$ cat config.mk
export PLATFORM = sky130hd
export DESIGN_NAME = mem_bus_arbiter
export DESIGN_NICKNAME = d
export VERILOG_FILES = /design/src/rtl/mem_bus_arbiter.sv
export SDC_FILE = /design/constraint.sdc
export NUM_CORES = 1
export LEC_CHECK = 0
export CORE_AREA = 2 2 104 106
export CTS_BUF_LIST = sky130_fd_sc_hd__clkbuf_2 sky130_fd_sc_hd__clkbuf_4 sky130_fd_sc_hd__clkbuf_8
export DETAILED_ROUTE_END_ITERATION = 16
export DIE_AREA = 0 0 106 108
export REMOVE_ABC_BUFFERS = 1
export SLEW_MARGIN = 20
export SYNTH_ARGS = -nofsm -noshare
export SYNTH_HDL_FRONTEND = slang
export SYNTH_SLANG_ARGS = --single-unit
$ cat constraint.sdc
create_clock -name CLK -period 2.55 [get_ports CLK]
set_input_delay 0.765 -clock CLK [delete_from_list [all_inputs] [get_ports CLK]]
set_output_delay 0.765 -clock CLK [all_outputs]
set_load 0.02 [all_outputs]
$ cat src/rtl/mem_bus_arbiter.sv
// ---------------------------------------------------------------------------
// mem_bus_arbiter
//
// Single-port memory bus controller placed directly below the per-CPU
// icache/dcache block. It serialises an instruction-fill channel and a data
// channel onto one RAM port and returns per-channel wait/load to the caches.
//
// Ports
//   CLK, nRST            clock, asynchronous active-low reset
//   iREN, iaddr          instruction read request and word address
//   iwait, iload         instruction wait (low for the single completion
//                        cycle) and read data
//   dREN, dWEN, daddr,   data read / write request, word address and
//   dstore               write data
//   dwait, dload         data wait (low for the single completion cycle)
//                        and read data
//   ramREN, ramWEN,      RAM read / write strobes, address and write data
//   ramaddr, ramstore
//   ramload, ramstate    RAM read data and status (0 FREE, 1 BUSY,
//                        2 ACCESS, 3 ERROR)
//   bus_err              sticky: a transfer exhausted its RAM retries
//   dbg_state            current arbiter state (0 IDLE, 1 I_XFER, 2 D_XFER)
//
// Handshake: a channel requests by holding its REN/WEN high with address and
// data stable. The grant is registered in IDLE and held for the whole RAM
// access; the granted channel's wait goes low for exactly one cycle, the
// cycle the RAM reports ACCESS (or the final tolerated ERROR), and its load
// is valid only in that cycle. Dropping the request mid-transfer abandons it
// without a wait-low pulse. Every transfer is followed by one IDLE cycle.
//
// Build option: define IFETCH_FAIR_EN to let an instruction fetch through
// after STARVE_LIMIT consecutive data transfers completed while iREN was
// pending. Without it data has strict priority.
// ---------------------------------------------------------------------------
module mem_bus_arbiter #(
  parameter int RETRY_MAX    = 3,
  parameter int STARVE_LIMIT = 4
) (
  input  logic        CLK,
  input  logic        nRST,
  input  logic        iREN,
  input  logic [31:0] iaddr,
  output logic        iwait,
  output logic [31:0] iload,
  input  logic        dREN,
  input  logic        dWEN,
  input  logic [31:0] daddr,
  input  logic [31:0] dstore,
  output logic        dwait,
  output logic [31:0] dload,
  output logic        ramREN,
  output logic        ramWEN,
  output logic [31:0] ramaddr,
  output logic [31:0] ramstore,
  input  logic [31:0] ramload,
  input  logic [1:0]  ramstate,
  output logic        bus_err,
  output logic [1:0]  dbg_state
);

  localparam logic [1:0] RS_ACCESS = 2'd2;
  localparam logic [1:0] RS_ERROR  = 2'd3;

  localparam int ERR_W = (RETRY_MAX < 1) ? 1 : $clog2(RETRY_MAX + 1);
  localparam logic [ERR_W-1:0] ERR_LAST = ERR_W'(RETRY_MAX);

  typedef enum logic [1:0] {
    IDLE   = 2'd0,
    I_XFER = 2'd1,
    D_XFER = 2'd2
  } state_t;

  state_t           state_q, state_d;
  logic [ERR_W-1:0] err_cnt_q, err_cnt_d;
  logic             bus_err_q, bus_err_d;
  logic             i_starved;

  assign bus_err   = bus_err_q;
  assign dbg_state = state_q;

  always_ff @(posedge CLK or negedge nRST) begin
    if (!nRST) begin
      state_q   <= IDLE;
      err_cnt_q <= '0;
      bus_err_q <= 1'b0;
    end else begin
      state_q   <= state_d;
      err_cnt_q <= err_cnt_d;
      bus_err_q <= bus_err_d;
    end
  end

  // Outputs are combinational from the registered grant, so an asynchronous
  // reset of state_q drops the RAM strobes immediately.
  always_comb begin
    state_d   = state_q;
    err_cnt_d = err_cnt_q;
    bus_err_d = bus_err_q;
    iwait     = 1'b1;
    iload     = '0;
    dwait     = 1'b1;
    dload     = '0;
    ramREN    = 1'b0;
    ramWEN    = 1'b0;
    ramaddr   = '0;
    ramstore  = '0;

    case (state_q)
      IDLE: begin
        if (i_starved) begin
          state_d = I_XFER;
        end else if (dREN || dWEN) begin
          state_d = D_XFER;
        end else if (iREN) begin
          state_d = I_XFER;
        end
      end

      I_XFER: begin
        ramREN  = iREN;
        ramaddr = iaddr;
        if (!iREN) begin
          state_d = IDLE;
        end else if (ramstate == RS_ACCESS) begin
          iwait   = 1'b0;
          iload   = ramload;
          state_d = IDLE;
        end else if (ramstate == RS_ERROR) begin
          if (err_cnt_q == ERR_LAST) begin
            iwait     = 1'b0;
            bus_err_d = 1'b1;
            state_d   = IDLE;
          end else begin
            err_cnt_d = err_cnt_q + 1'b1;
          end
        end
      end

      D_XFER: begin
        // A simultaneous read and write request is serviced as a write.
        ramWEN   = dWEN;
        ramREN   = dREN & ~dWEN;
        ramaddr  = daddr;
        ramstore = dstore;
        if (!(dREN || dWEN)) begin
          state_d = IDLE;
        end else if (ramstate == RS_ACCESS) begin
          dwait   = 1'b0;
          dload   = dWEN ? '0 : ramload;
          state_d = IDLE;
        end else if (ramstate == RS_ERROR) begin
          if (err_cnt_q == ERR_LAST) begin
            dwait     = 1'b0;
            bus_err_d = 1'b1;
            state_d   = IDLE;
          end else begin
            err_cnt_d = err_cnt_q + 1'b1;
          end
        end
      end

      default: state_d = IDLE;
    endcase

    // Each transfer gets a fresh retry budget.
    if (state_d == IDLE) begin
      err_cnt_d = '0;
    end
  end

`ifdef IFETCH_FAIR_EN
  localparam logic [2:0] STARVE_CNT = 3'(STARVE_LIMIT);

  logic [2:0] dstreak_q, dstreak_d;
  logic       d_done;

  // Only successful data completions count toward starving the fetch path.
  assign d_done    = (state_q == D_XFER) && (dREN || dWEN) && (ramstate == RS_ACCESS);
  assign i_starved = iREN && (dstreak_q == STARVE_CNT);

  always_comb begin
    dstreak_d = dstreak_q;
    if ((state_q == IDLE) && (state_d == I_XFER)) begin
      dstreak_d = '0;
    end else if (d_done) begin
      if (!iREN) begin
        dstreak_d = '0;
      end else if (dstreak_q != 3'd7) begin
        dstreak_d = dstreak_q + 3'd1;
      end
    end
  end

  always_ff @(posedge CLK or negedge nRST) begin
    if (!nRST) begin
      dstreak_q <= '0;
    end else begin
      dstreak_q <= dstreak_d;
    end
  end
`else
  assign i_starved = 1'b0;
`endif

endmodule

==> impl_metrics.csv <==
group,metric,value,unit
outcome,status,"finished, violations left",
outcome,violations,"setup timing",
die,die_area,11400,µm²
yosys,syn_avg_cell_area,6.85,µm²
timing,max_slew_margin,71.4,%
finish,area_growth,196,%
detailed_routing,drt-vias-per-instance,4.14,
timing,rsz0062_at_grt,"true",
detailed_routing,final_antenna_net_count,0,
setup_path,cp-end-kind,"primary output",
setup_path,criticalPathCategory,"in2out",
detailed_routing,vias,2733,
detailed_routing,drt_pass1_iterations,4,
clock_tree,clkSinkCount,5,
yosys,yosysWarnings,0,
global_routing,groute.usage.overall,17.3,%
die,die-width,106,µm
yosys,post_synth_num_cell_types,27,
die,die_h,108,µm
finish,finalInstanceArea,4610,µm²
setup_path,critPathMaxFanout,8,
yosys,netlist_area,1550,µm²
finish,drive_above_1_share,38.2,%
clock_tree,cts_root_buffer,"clkbuf_8",
timing,max_freq,375,MHz
global_routing,grt_max_degree,33,
flow_run,drv_cap,0,
setup_path,reg2reg_slack,730,ps
die,ios,270,
finish,num_antenna_cells,0,
clock_tree,insertion_delay,220,ps
timing,hold_viol_final,0,
pwr,peakVddDrop,0.418,mV
timing,worst_slew_pin_slew,430,ps
detailed_routing,post-route-drc-count,0,
place,place_area,4570,µm²
place,dp.cells,637,
global_routing,grt_pass1_vias,2688,
setup_path,cp-start-kind,"input port",
die,rows,37,
detailed_routing,finalWirelength,11200,µm
timing,timing.final.crit_period,2670,ps
clock_tree,cts.path.max_buffers,2,
timing,setup_ws,-115,ps
clock_tree,clkTransAtPathRegs,30,ps
place,hpwl,8710,µm
die,start_util,15.2,%
global_routing,grt_antenna_before_repair,0,
global_routing,grt_pass1_wl,15600,µm
pwr,p_leak,0.00216,µW
place,place.gp.congestion,0.871,
clock_tree,ctsHtreeMaxLevel,1,
finish,nNetsFinal,665,
die,core_area,10200,µm²
clock_tree,cts_tree,"built",
global_routing,grt_overflow,0,
yosys,synth-seq-area-share,8.05,%
timing,slew_violations,0,
finish,utilization,45.0,%
yosys,synthesis.instances,227,
timing,final-setup-viol-count,16,
min_path,holdCritPathClass,"reg2reg",
timing,clock_skew,0.619,ps
setup_path,required,1790,ps
place,io_buffers,269,
setup_path,arrival,1900,ps
pwr,p_per_area,601,nW/µm²
detailed_routing,detail_route.wl_per_cell,17.0,µm
yosys,ys_ff_latch,5,
timing,finalCritPeriodShare,105,%
clock_tree,numCtsBuffers,3,
detailed_routing,first_iter_violations,137,
clock_tree,cts-hold-fix-buffers,0,
finish,fin_cells,660,
per-stage QoR:
stage	hold slack, ps	setup TNS (ps)	power (µW)	setup WS [ps]
2_1_floorplan	469	-83800	1280	-1110
3_3_place_gp	495	-58950	2640	-764
3_5_place_dp	492	-60370	2660	-769
4_1_cts	504	-329	2740	-89.1
5_1_grt	521	-1890	2960	-165
6_report	488	-726	2770	-115
critical path, cell delays in order:
cell      delay, ps
buf_6            90
nand3b_1        210
nor2_4          160
buf_6           130
buf_16          100
buf_8           120
buf_6            90
and2_4          130
buf_6           110
final timing paths:
check                                to    startpoint  cells after the start
setup / recovery              dload[10]          dWEN                      9
hold / removal                  bus_err       bus_err                      1
setup reg to reg           err_cnt_q[1]  dbg_state[1]                      8
hold reg to reg                 bus_err       bus_err                      1
max in group asynchronous  err_cnt_q[1]          nRST                      1
min in group asynchronous  err_cnt_q[0]          nRST                      1
power by group:
part	leakage, µW	internal [µW]	total [µW]	switching, µW
sequential	0.0000671	99.4	121	21.7
combinational	0.00207	1230	2490	1260
clock	0.0000262	118	154	36.7
total	0.00216	1450	2770	1320
registers in the layout (all words and copies together) (netlist names):
register	count
dbg_state	2
err_cnt_q	2
bus_err	1
cell usage in the layout, fill, tap and decap left out, types with 14 or more instances in the layout:
| cell | instances |
|---|---|
| buf_6 | 25 |
| dlygate4sd2_1 | 15 |
| clkdlybuf4s15_2 | 14 |
| buf_4 | 49 |
| nor2b_1 | 33 |
| and2_4 | 17 |
| and2_1 | 81 |
| a22oi_1 | 32 |
| clkdlybuf4s50_1 | 132 |
| buf_2 | 67 |
Yosys cell counts:
cell,number,area share (%)
nor4_4,1,1.4
nand3_1,2,0.64
clkbuf_1,18,4.3
dfrtp_1,5,8.1
a41o_1,1,0.64
ha_1,5,4.0
nand2_1,4,0.97
nand2b_1,2,0.81
a21oi_1,1,0.32
or2_1,1,0.40
xnor2_1,1,0.56
nor2b_1,33,13
buf_4,1,0.48
nand3b_1,1,0.48
inv_1,2,0.48
a221oi_1,1,0.56
a22o_1,1,0.56
nor2_1,6,1.4
and2_1,98,39
a22oi_1,32,15
buf_2,1,0.32
o41a_1,1,0.72
mux2i_1,2,1.3
buf_6,1,0.72
a21boi_0,1,0.48
nor3b_2,1,0.81
o21ai_0,4,1.3
area by class of cell:
type	instances	area [µm²]
inverter	2	7.51
fill	1074	5630
clock buffer	4	48.8
sequential	5	125
tap	136	170
timing repair buffer	314	2820
multi-input combinational	199	1440
cells by family (layout without fill, tap and decap cells):
| logic type | count (synthesis) | count (layout) | share of synthesized area (%) |
|---|---|---|---|
| AOI/OAI and AO/OA | 42 | 42 | 20.0 |
| xor gates and xnor gates | 1 | 1 | 0.564 |
| adders and majority gates | 5 | 5 | 4.03 |
| buffers and inverters | 23 | 320 | 6.36 |
| DFF | 5 | 5 | 8.05 |
| muxes | 2 | 2 | 1.29 |
| and+or+nand+nor | 149 | 149 | 59.7 |
routing by layer:
layer	wire, µm	vias to the layer above	track usage [%]
met5	0	-	0
met4	363	0	5.55
met3	645	20	2.83
met2	6040	124	33.1
met1	4180	1241	19.6
li1	-	1348	-
what timing repair did:
item	CTS	global route
resized for setup	505	57
pin swaps	4	6
endpoints found under the setup margin	126	111
cloned	3	1
setup buffers	11	7
No activity file was read; power rests on OpenSTA's default activity.
